<file path="src/rtl/bit_order_serializer.sv">
// ---------------------------------------------------------------------------
// bit_order_serializer
//
// Parallel-to-serial converter. One WIDTH-bit word is accepted per
// valid/ready handshake. It is then emitted one bit per beat, in a bit order
// that is selected per word:
//   2'b00 : linear, LSB first
//   2'b01 : reverse, MSB first
//   2'b10 : half-interleave (0, W/2, 1, W/2+1, ...)
//   2'b11 : treated as 2'b00
//
// Optional feature macro: BIT_ORDER_SERIALIZER_PARITY_EN
//   When this macro is defined, an extra beat follows the data beats. It
//   carries even parity (the XOR of all captured bits), and out_index is 0
//   on that beat. out_last then marks the parity beat only.
//
// Two-state FSM (IDLE / SHIFT). If a new word is offered on the final beat,
// it is captured on that beat, so consecutive words stream without a bubble.
// in_ready in SHIFT depends combinationally on out_ready. This lets the
// final beat and the next accept share a cycle.
// ---------------------------------------------------------------------------
module bit_order_serializer #(
    parameter int  WIDTH = 8,
    localparam int IDX_W = $clog2(WIDTH)
) (
    input  logic             clk,
    input  logic             rst,
    input  logic             in_valid,
    output logic             in_ready,
    input  logic [WIDTH-1:0] in_data,
    input  logic [1:0]       in_mode,
    output logic             out_valid,
    input  logic             out_ready,
    output logic             out_bit,
    output logic [IDX_W-1:0] out_index,
    output logic             out_last,
    output logic             busy
);

`ifdef BIT_ORDER_SERIALIZER_PARITY_EN
    // The beat counter must also reach beat WIDTH, which is the parity beat.
    localparam int             CNT_W     = $clog2(WIDTH + 1);
    localparam logic [CNT_W-1:0] LAST_BEAT = CNT_W'(WIDTH);
`else
    localparam int             CNT_W     = IDX_W;
    localparam logic [CNT_W-1:0] LAST_BEAT = CNT_W'(WIDTH - 1);
`endif

    localparam logic [IDX_W-1:0] LAST_IDX = IDX_W'(WIDTH - 1);
    localparam logic [IDX_W-1:0] HALF_IDX = IDX_W'(WIDTH / 2);

    typedef enum logic [0:0] {
        ST_IDLE  = 1'b0,
        ST_SHIFT = 1'b1
    } state_e;

    state_e             state_q, state_d;
    logic [WIDTH-1:0]   word_q,  word_d;
    logic [1:0]         mode_q,  mode_d;
    logic [CNT_W-1:0]   k_q,     k_d;

    logic               beat_last_s;
    logic               out_fire_s;
    logic               in_fire_s;
    logic [IDX_W-1:0]   idx_s;

    // Map a data beat number to the bit position it reads in the captured word.
    function automatic logic [IDX_W-1:0] src_index(input logic [1:0]       mode,
                                                   input logic [IDX_W-1:0] k);
        logic [IDX_W-1:0] idx;
        idx = k;
        case (mode)
            2'b01:   idx = LAST_IDX - k;
            2'b10:   idx = k[0] ? (HALF_IDX + (k >> 1'd1)) : (k >> 1'd1);
            default: idx = k;
        endcase
        return idx;
    endfunction

`ifdef BIT_ORDER_SERIALIZER_PARITY_EN
    // Even parity over the whole captured word.
    function automatic logic even_parity(input logic [WIDTH-1:0] w);
        return ^w;
    endfunction
`endif

    // State, captured word/mode and beat counter; reset discards any word in flight.
    always_ff @(posedge clk or posedge rst) begin
        if (rst) begin
            state_q <= ST_IDLE;
            word_q  <= {WIDTH{1'b0}};
            mode_q  <= 2'b00;
            k_q     <= {CNT_W{1'b0}};
        end else begin
            state_q <= state_d;
            word_q  <= word_d;
            mode_q  <= mode_d;
            k_q     <= k_d;
        end
    end

    // Serial outputs and input-side ready, decoded from the registered state.
    always_comb begin
        in_ready    = 1'b0;
        out_valid   = 1'b0;
        out_bit     = 1'b0;
        out_index   = {IDX_W{1'b0}};
        out_last    = 1'b0;
        busy        = 1'b0;
        idx_s       = src_index(mode_q, k_q[IDX_W-1:0]);
        beat_last_s = (k_q == LAST_BEAT);
        if (state_q == ST_SHIFT) begin
            out_valid = 1'b1;
            busy      = 1'b1;
            out_last  = beat_last_s;
            in_ready  = out_ready & beat_last_s;
`ifdef BIT_ORDER_SERIALIZER_PARITY_EN
            if (beat_last_s) begin
                out_bit   = even_parity(word_q);
                out_index = {IDX_W{1'b0}};
            end else begin
                out_bit   = word_q[idx_s];
                out_index = idx_s;
            end
`else
            out_bit   = word_q[idx_s];
            out_index = idx_s;
`endif
        end else begin
            // While rst is held, no word is accepted.
            in_ready = ~rst;
        end
    end

    assign out_fire_s = out_valid & out_ready;
    assign in_fire_s  = in_valid & in_ready;

    // Next-state logic: accept in IDLE, advance on each taken beat, chain or retire on the last beat.
    always_comb begin
        state_d = state_q;
        word_d  = word_q;
        mode_d  = mode_q;
        k_d     = k_q;
        case (state_q)
            ST_IDLE: begin
                if (in_fire_s) begin
                    word_d  = in_data;
                    mode_d  = in_mode;
                    k_d     = {CNT_W{1'b0}};
                    state_d = ST_SHIFT;
                end else begin
                    state_d = ST_IDLE;
                end
            end
            ST_SHIFT: begin
                if (out_fire_s) begin
                    if (beat_last_s) begin
                        k_d = {CNT_W{1'b0}};
                        if (in_fire_s) begin
                            word_d  = in_data;
                            mode_d  = in_mode;
                            state_d = ST_SHIFT;
                        end else begin
                            state_d = ST_IDLE;
                        end
                    end else begin
                        k_d = k_q + {{(CNT_W-1){1'b0}}, 1'b1};
                    end
                end else begin
                    k_d = k_q;
                end
            end
            default: begin
                state_d = ST_IDLE;
                k_d     = {CNT_W{1'b0}};
            end
        endcase
    end

endmodule

</file>
<file path="config.mk">
export PLATFORM = sky130hd
export DESIGN_NAME = bit_order_serializer
export DESIGN_NICKNAME = d
export VERILOG_FILES = /design/src/rtl/bit_order_serializer.sv
export SDC_FILE = /design/constraint.sdc
export NUM_CORES = 1
export LEC_CHECK = 0
export BUFFER_PORTS_ARGS = -buffer_cell sky130_fd_sc_hd__buf_2
export CAP_MARGIN = 20
export CORE_MARGIN = 4
export CORE_UTILIZATION = 25
export CTS_CLUSTER_DIAMETER = 40
export DETAILED_ROUTE_END_ITERATION = 6
export SLEW_MARGIN = 15
export SYNTH_ARGS = -nofsm -noshare
export SYNTH_HDL_FRONTEND = slang
export SYNTH_SLANG_ARGS = --single-unit
</file>
<file path="constraint.sdc">
create_clock -name clk -period 3.2 [get_ports clk]
set_clock_uncertainty 0.1 [all_clocks]
set_input_delay 0.16 -clock clk [delete_from_list [all_inputs] [get_ports clk]]
set_output_delay 0.16 -clock clk [all_outputs]
set_load 0.02 [all_outputs]
</file>
After elaboration in Yosys (flattened, before gate mapping):

Index checks and enable logic that the tools add are counted.

* register bits: 14
* bits of input ports: 14
* output and inout bits: 8
* word-level logic and storage cells: 46

* add/sub/neg operators: 3
* $lt $le $gt $ge: 1
* eq/ne operators: 6
* multiplexer cells: 25
* bitwise operators: 5
* reductions and logical operators: 2

Operators with widths (number)
* two-way mux 8 bit: 3
* case mux 8 bit (2 select lines): 1
* two-way mux 3 bit: 5
* case mux 3 bit (2 select lines): 2
* two-way mux 1 bit: 8
* two-way mux 2 bit: 3
* less-than comparator 3 x 4 -> 1 bit (second input constant): 1
* inequality test 2 x 1 -> 1 bit (second input constant): 2
* case mux 2 bit (2 select lines): 1
* AND reduction 2 bit: 2
* adder 3 x 1 -> 3 bit (second input constant): 1
* adder 3 x 2 -> 3 bit (first input constant): 1
* bitwise AND 1 bit: 3
* binary-select mux 1 bit (select 3 bit): 1
* equality test 3 bit (second input constant): 1
* subtractor 3 bit (first input constant): 1
* equality test 2 x 1 -> 1 bit (second input constant): 1
* equality test 2 bit (second input constant): 1
* inequality test 2 bit (second input constant): 1
* inverter 1 bit: 2
* case mux 1 bit (2 select lines): 1

Depth between registers and ports, before layout:

Gate-level depths: netlist of the first run.

* depth in word-level cells: 8
* depth in mapped cells: 7
* mapped depth without buffers: 7

Worst setup path after synthesis of the first run:

OpenSTA, ideal clock, no wires.

* kind: register to output
* start: register mode_q[0]
* end: output port out_bit
* arrival time: 1737 ps
* data required time: 2940 ps
* slack: 1203 ps
* stages on the path, launching flop included: 8
* buffers on the path: 0
* cell sequence: dfrtp_1 -> inv_1 -> ha_1 -> nor2b_1 -> a31oi_4 -> mux2i_1 -> mux2i_1 -> a211o_1

* longest elaborated chain between the ends: 5
* elaborated cells between the ends (all ways): 6
* classes of those cells: 2 x eq/ne; 4 x mux

RTL lines
* start, declared: RTL line 59 `logic [1:0] mode_q, mode_d;`
* start signal, assigned: RTL line 97 `mode_q <= mode_d;`
* equality test 2 bit or equality test 2 x 1 -> 1 bit (tied branches): RTL line 72 `case (mode)`
* case mux 3 bit (2 select lines) *: RTL line 72
* binary-select mux 1 bit (select 3 bit) *: RTL line 126 `out_bit = word_q[idx_s];`
* two-way mux 1 bit (not written as such) *: RTL line 126
* two-way mux 1 bit *: RTL line 112 `if (state_q == ST_SHIFT) begin`
* end, declared: RTL line 34 `output logic out_bit,`

Mark *: on every way between the ends. The rest lies on a longest branch, timed or not. The select of a mux whose other input is x is not followed.

Worst setup path in the final report of the first run:

Same ends and word-level chain as after synthesis.

==> flow_summary.yaml, run 1 <==
power_and_ir_drop:
  design_power_total_w: 0.00120
  power_per_cell_area_nw_per_um2: 1100
  p_int_w: 0.000672
  p_sw_frac: 0.439
  clockPowerShare: 0.103
  p_sw_w: 0.000527
  combPwrFrac: 0.614
  p_seq_frac: 0.283
  leakage_nw: 0.529
  peakVddDrop_v: 0.000215
detailed_routing:
  drtPass1Iterations: 4
  vias: 650
  routedWlPerCell_um: 11.7
  final_antenna_net_count: 0
  viasPerCell: 4.33
  drtIter0Drc: 15
  drc_errors: 0
  drt_wl_total_um: 1750
yosys:
  yosysWarningCount: 0
  ys_ff_latch: 14
  synthSimpleGateAreaFrac: 0.170
  syn-num-nets: 95
  synth_cell_types: 29
  synth_top_family_by_area: "multiplexers"
  synth.cell_area_um2: 841
  synth_fa_ha_area_frac: 0.0595
  synth_compound_area_frac: 0.112
  synth_xor_xnor_area_share: 0
  muxShareOfSynthArea: 0.193
  syn-instance-count: 77
  ys_seq_area_frac: 0.417
  avgSynthCellArea_um2: 10.9
global_routing:
  grt_pass1_vias: 682
  grt.overflow.total: 0
  antenna_found_initial: 0
  grt_util_all_layers: 0.0921
  grt_pass1_wl_um: 3010
  grt_start_max_net_pins: 17
sta:
  tightest_slew_ps: 661
  relSlewSlack: 0.559
  max_freq_mhz: 392
  setup-tns-final_ps: 0
  finalCritPeriodShare: 0.797
  hold_viol_final: 0
  setup_viol: 0
  rsz0062_at_grt: "false"
  maxSlewViolCount: 0
  fin_crit_ps: 2550
outcome:
  run_status: "finished clean"
setup_path:
  reg2reg_from: "k_q[0]"
  endpoint_kind: "output pin"
  timing_worst_setup_path_type: "reg2out"
  reg2regPathDepth: 5
  arrival_ps: 2290
  rrSetupSlack_ps: 920
  r2r-end: "word_q[0]"
  cp.required_ps: 2940
  startpoint_type: "flop"
  critPathMaxFanout: 5
final_layout:
  fin_nets: 125
  num_antenna_cells: 0
  drive_above_1_share: 0.311
  area_growth_pct: 29.5
  fillerInstances: 314
  utilization: 0.348
min_path:
  hold_end: "word_q[7]"
  hp-class: "in2reg"
  hp-start: "in_data[7]"
  whs_path_depth: 2
cts:
  clk_latency_ps: 280
  cts_setup_buffers: 0
  cts_tree: "done"
  cts_buffer_depth: 2
  cts_max_level: 1
  clk_pin_slew_ps: 80
  cts_sinks: 14
  cts_buffers: 3
  root_buffer: "clkbuf_4"
die:
  die-height_um: 66.0
  die_w_um: 66.0
  die-area_um2: 4360
  io-pin-count: 22
  core_area_um2: 3130
  start_util: 0.269
  core.rowCount: 20
placed_design:
  portBuffers: 21
  globalplace.congestion: 0.864
  hpwl_um: 1400
job:
  maxCapViolations: 0
[synthesized netlist by cell type, drive strengths merged]
master  instances  area [um^2]
a211o           1         8.76
a21oi           2         10.0
a221oi          1         8.76
a31oi           2         27.5
a32o            2         20.0
and2            3         20.0
and3            1         6.26
buf             2         15.0
clkbuf          1         3.75
dfrtp          14          350
ha              4         50.1
inv             6         22.5
mux2           10          113
mux2i           5         50.1
nand2           7         26.3
nand2b          2         20.0
nor2            2         7.51
nor2b           5         31.3
nor3            1         5.00
nor3b           2         20.0
o21ai           3         18.8
or2             1         6.26
[flip-flops by register name (all words and copies together) (netlist names)]
register,flops
word_q,8
mode_q,2
k_q,3
state_q,1
[kinds of logic after synthesis]
group           after synthesis
fa+ha+maj                     4
mux                          15
flops                        14
compound gates               11
buf+inv                       9
simple gates                 24
[per-stage QoR]
step | setup slack, ps | hold slack [ps] | instances | area [um^2]
6_report | 650 | 13.0 | 150 | 1090
5_1_grt | 466 | 6.66 | 150 | 1090
4_1_cts | 607 | 3.08 | 150 | 1090
3_5_place_dp | 910 | 146 | 139 | 982
3_3_place_gp | 959 | 129 | 139 | 982
2_1_floorplan | 1200 | -50.8 | 77 | 841
[power by group through the flow]
stage / Sequential [W] / Clock, W / Combinational (W)
2_1_floorplan: 0.000319 / 0 / 0.000587
3_3_place_gp: 0.000335 / 0 / 0.000722
3_5_place_dp: 0.000345 / 0 / 0.000742
4_1_cts: 0.000339 / 0.000132 / 0.000752
5_1_grt: 0.000357 / 0.000136 / 0.000817
6_report: 0.000339 / 0.000124 / 0.000736
[placed cells by master (no fill, tap or decap), drive strengths merged, types with 2 or more instances in the layout]
master	count
nor2	2
nand2	7
and2	3
a21oi	2
o21ai	3
ha	4
clkbuf	4
dlygate4sd3	7
buf	21
mux2i	5
inv	6
nor3b	2
dfrtp	14
a32o	2
nand2b	2
mux2	10
a31oi	2
nor2b	5
[area by class of cell]
cell class | count | area [um^2] | area share
inverter | 6 | 22.5 | 0.0207
clock buffer | 4 | 36.3 | 0.0333
multi-input combinational | 54 | 449 | 0.413
timing repair buffer | 28 | 175 | 0.161
tap | 44 | 55.1 | 0.0506
sequential | 14 | 350 | 0.322
[routing by layer]
metal	up-vias	routed length (um)	GRT usage	share of wire
met3	4	43	0.0102	0.025
met1	306	822	0.116	0.47
li1	326	-	-	-
met5	-	0	0	0
met4	0	39	0.0609	0.022
met2	14	848	0.148	0.48
[worst max-delay path, stage by stage (launching register included)]
cell,delay [ps]
dfrtp_1,370
inv_1,50
ha_1,330
nor2b_1,180
a31oi_4,270
mux2i_1,230
mux2i_1,110
a211o_1,300
buf_2,160
[worst max path at each step]
stage | cells past startpoint | start | end
5_1_grt | 8 | mode_q[0] | out_bit
3_3_place_gp | 8 | mode_q[0] | out_bit
4_1_cts | 8 | mode_q[0] | out_bit
3_5_place_dp | 5 | k_q[0] | word_q[0]
2_1_floorplan | 7 | mode_q[0] | out_bit
6_report | 8 | mode_q[0] | out_bit
[what timing repair did]
item                      4_1_cts  5_1_grt
hold buffers                    7        0
gates resized for setup         0        0
hold endpoints to repair       20        0
Note: power is estimated with default switching activity, not from simulation.
==> run 2, diff against run 1 <==
- ABC_AREA: default -> 1
- clock period: 3.2 -> 2.3 ns (I/O delays scaled with it)
==> flow_summary.yaml, run 2 <==
outcome:
  run_status: "finished clean"
setup_path:
  endpoint_kind: "output pin"
  cp.required_ps: 2090
  arrival_ps: 1840
  reg2regPathDepth: 7
  critPathMaxFanout: 5
  timing_worst_setup_path_type: "reg2out"
  startpoint_type: "flop"
yosys:
  yosysTopAreaCell: "dfrtp_1"
  yosysMostFrequentCell: "nand2_1"
  synth_area_leaders: "dfrtp_1 44%, nand2_1 11%, mux2_4 9.4%"
  synthTopCellsByCount: "24 x nand2_1, 14 x dfrtp_1, 13 x nand3_1"
  synth_ff_type: "dfrtp_1"
  synth_edf_count: 0
  avgSynthCellArea_um2: 8.80
  syn-num-nets: 109
  synth_cell_types: 16
  synthArstFlopShare: 1.00
  ys_ff_latch: 14
  yosysTopAreaCellShare: 0.438
  syn-instance-count: 91
  yosysWarningCount: 0
  ys_seq_area_frac: 0.438
  synth.cell_area_um2: 801
final_layout:
  fillerInstances: 333
  layout_commonest_cell: "nand2_1"
  multi_input_area_um2: 402
  largest_reg_flops: 8
  area_growth_pct: 39.1
  num_antenna_cells: 0
  drive_above_1_share: 0.307
  largestRegisters: "word_q: 8 flops, k_q: 3 flops, mode_q: 2 flops"
  register_area_um2: 350
  mostFrequentLayoutCells: "23 x nand2_1, 21 x buf_2, 14 x dfrtp_1"
  design_area_um2: 1110
  fin_nets: 146
  regMostFlops: "word_q"
detailed_routing:
  drc_errors: 0
  vias: 722
  drt_wl_total_um: 1770
  drtPass1Iterations: 4
  wl_met2_um: 824
  viasPerCell: 4.22
  drtIter0Drc: 33
  routedWlPerCell_um: 10.3
  final_antenna_net_count: 0
  wirelength_met1_um: 824
  met3_length_um: 113
  highest_layer: "met4"
die:
  die-area_um2: 4170
  io-pin-count: 22
  die_w_um: 64.6
  core.rowCount: 20
  start_util: 0.262
  die-height_um: 64.6
  core_area_um2: 3050
min_path:
  hp-class: "in2reg"
  whs_path_depth: 3
job:
  maxCapViolations: 0
placed_design:
  globalplace.congestion: 0.784
  portBuffers: 21
  place_worst_setup_slack_ps: 415
  place_area_um2: 950
  hpwl_um: 1400
global_routing:
  grt_pass1_vias: 758
  antenna_found_initial: 0
  grt_util_all_layers: 0.0952
  grt_start_max_net_pins: 15
  grt.overflow.total: 0
  grt_pass1_wl_um: 3190
power_and_ir_drop:
  power_per_cell_area_nw_per_um2: 1500
  leakage_nw: 0.593
  peakVddDrop_v: 0.000521
cts:
  cts_buffers: 3
  clk_pin_slew_ps: 90
  cts_max_level: 1
  cts_sinks: 14
  root_buffer: "clkbuf_4"
  cts_buffer_depth: 2
  cts_setup_buffers: 0
  clk_latency_ps: 280
  cts_tree: "done"
sta:
  relSlewSlack: 0.760
  setup-tns-final_ps: 0
  finalCritPeriodShare: 0.895
  hold_viol_final: 0
  rsz0062_at_grt: "false"
  fin_hold_ws_ps: 186
  tightest_slew_ps: 359
  maxSlewViolCount: 0
  setup_viol: 0
  final.setup.worst_slack_ps: 242
  max_freq_mhz: 486
  fin_crit_ps: 2060
==> run 2: cell count changes after synthesis, sizes merged, moves of 3 or more <==
cell,before,now
nor2,2,6
o21ai,3,6
mux2i,5,0
nand2,7,25
nor2b,5,0
nand3,0,13
inv,6,10
and2,3,0
==> run 2: cell type report <==
type	instances	area share
multi-input combinational	65	0.361
sequential	14	0.315
timing repair buffer	34	0.209
tap	44	0.0494
inverter	10	0.0337
clock buffer	4	0.0326
==> run 2: path summary, 6_finish.rpt <==
kind,startpoint,end,slack (ps)
hold reg to reg,word_q[0],word_q[0],420
max in group asynchronous,rst,word_q[6],1610
setup / recovery,mode_q[0],out_bit,240
setup reg to reg,k_q[0],k_q[0],400
hold / removal,in_valid,state_q,190
min in group asynchronous,rst,state_q,310
==> run 2: per-stage QoR <==
step,total power (W),std cells,util
finish,0.00167,171,0.365
global route,0.00185,171,0.365
detailed placement,0.00147,155,0.311
global placement,0.00144,155,0.311
CTS,0.00167,171,0.362
floorplan,0.00121,91,-
==> run 2: timing repair <==
item                                    CTS  global route
hold endpoints to repair                 25             0
hold buffers                             12             0
endpoints found under the setup margin    0             1
gates resized for setup                   0             2
==> run 2: logic make-up after synthesis <==
| kind of cell | synth area share |
|---|---|
| compound gates | 0.0547 |
| flops | 0.438 |
| buf+inv | 0.0703 |
| fa+ha+maj | 0.0625 |
| mux | 0.136 |
| simple gates | 0.239 |
==> run 2: worst max-delay path, stage by stage (launching register included) <==
cell and delay (ps):
dfrtp_1 360, inv_1 60, ha_1 320, inv_1 130
nand3_2 140, nand2_2 120, nand2_1 60, nand3_1 70
nand3_1 70, nand2_1 60, buf_2 150
==> run 2: power breakdown <==
part	switching, W	total [W]	leakage (nW)	internal (W)
Combinational	0.000624	0.00104	0.407	0.000413
Clock	0.0000796	0.000176	0.0210	0.0000962
Sequential	0.0000929	0.000460	0.165	0.000368
==> run 2: layer usage <==
metal  up-vias  track usage
li1        370            -
met1       329        0.120
met2        21        0.161
met3         2       0.0243
met4         0       0.0237
met5         -            0
==> run 3, diff against run 2 <==
- BUFFER_PORTS_ARGS: -buffer_cell sky130_fd_sc_hd__buf_2 -> default
- DONT_BUFFER_PORTS: default -> 1
==> flow_summary.yaml, run 3 (synthesized netlist as in run 2, its figures left out) <==
sta:
  finalCritPeriodShare: 0.907
  tightest_slew_ps: 401
  fin_hold_ws_ps: 85.8
  rsz0062_at_grt: "false"
  fin_crit_ps: 2090
  relSlewSlack: 0.732
  hold_viol_final: 0
  setup_viol: 0
  setup-tns-final_ps: 0
  maxSlewViolCount: 0
  max_freq_mhz: 480
final_layout:
  num_antenna_cells: 0
  fin_nets: 128
  utilization: 0.335
  fillerInstances: 330
  largest_reg_flops: 8
  regMostFlops: "word_q"
  area_growth_pct: 27.8
  largestRegisters: "word_q: 8 flops, k_q: 3 flops, mode_q: 2 flops"
  design_area_um2: 1020
  layout_commonest_cell: "nand2_1"
  drive_above_1_share: 0.174
  mostFrequentLayoutCells: "24 x nand2_1, 14 x dfrtp_1, 13 x nand3_1"
power_and_ir_drop:
  leakage_nw: 0.519
  design_power_total_w: 0.00158
  peakVddDrop_v: 0.000403
  power_per_cell_area_nw_per_um2: 1540
die:
  die-area_um2: 4170
  die_w_um: 64.6
  die-height_um: 64.6
  core_area_um2: 3050
  io-pin-count: 22
  core.rowCount: 20
  start_util: 0.262
cts:
  root_buffer: "clkbuf_4"
  cts_sinks: 14
  clk_latency_ps: 280
  clk_pin_slew_ps: 90
  cts_max_level: 1
  cts_tree: "done"
  cts_buffer_depth: 2
  cts_buffers: 3
setup_path:
  cp.required_ps: 2090
  arrival_ps: 1870
  reg2reg_from: "k_q[1]"
  endpoint_kind: "output pin"
  critPathLaunch: "mode_q[0]"
  startpoint_type: "flop"
  critPathMaxFanout: 5
  timing_worst_setup_path_type: "reg2out"
outcome:
  run_status: "finished clean"
global_routing:
  antenna_found_initial: 0
  grt_util_all_layers: 0.0833
  grt_pass1_vias: 637
  grt_start_max_net_pins: 15
  grt_pass1_wl_um: 2730
  grt.overflow.total: 0
detailed_routing:
  vias: 641
  drtIter0Drc: 25
  drc_errors: 0
  drtPass1Iterations: 4
  final_antenna_net_count: 0
  routedWlPerCell_um: 10.7
  viasPerCell: 4.19
  drt_wl_total_um: 1630
placed_design:
  place_area_um2: 867
  globalplace.congestion: 0.801
  hpwl_um: 1330
  portBuffers: 0
min_path:
  hp-start: "in_valid"
  hp-class: "in2reg"
job:
  maxCapViolations: 0
-- run 3: final timing paths --
check,end,slack (ps),cells after the start
worst max-delay path,out_bit,210,9
worst min-delay path,state_q,90,2
max in group asynchronous,word_q[4],1700,3
min in group asynchronous,k_q[1],230,3
worst min register to register,word_q[0],420,1
worst max register to register,k_q[0],390,7
-- run 3: where the power goes --
part / internal (W) / switching (W)
sequential: 0.000368 / 0.0000793
clock: 0.0000962 / 0.0000801
combinational: 0.000358 / 0.000599
-- run 3: final cells by class --
type / count / area, um^2 / share of cell area
well taps: 44 / 55.1 / 0.0538
multi-input cells: 65 / 394 / 0.385
clock buffers: 4 / 36.3 / 0.0355
flip-flops and latches: 14 / 350 / 0.342
repair buffers: 16 / 150 / 0.147
inverters: 10 / 37.5 / 0.0367
-- run 3: critical path, stage by stage (launching register included) --
cell     delay, ps
dfrtp_1        360
inv_1           60
ha_1           320
inv_1          110
nand3_1        160
nand2_1        180
nand2_1         70
nand3_1         70
nand3_1         70
nand2_1        190
-- run 3: stage by stage --
step                setup WS, ps  instances
floorplan                    493         91
global placement             472        137
detailed placement           375        137
CTS                          186        153
global route                25.3        153
finish                       215        153
-- run 3: what timing repair did --
| action | CTS | global route |
|---|---|---|
| hold buffers | 12 | 0 |
| resized for setup | 0 | 0 |
| hold endpoints to repair | 28 | 0 |
| setup buffers | 0 | 0 |
-- run 3: routing by layer --
metal,vias up,GRT usage,part of all wire
li1,333,-,-
met1,284,0.0965,0.47
met2,20,0.135,0.44
met3,4,0.0364,0.083
met4,0,0.0317,0.012
met5,-,0,0
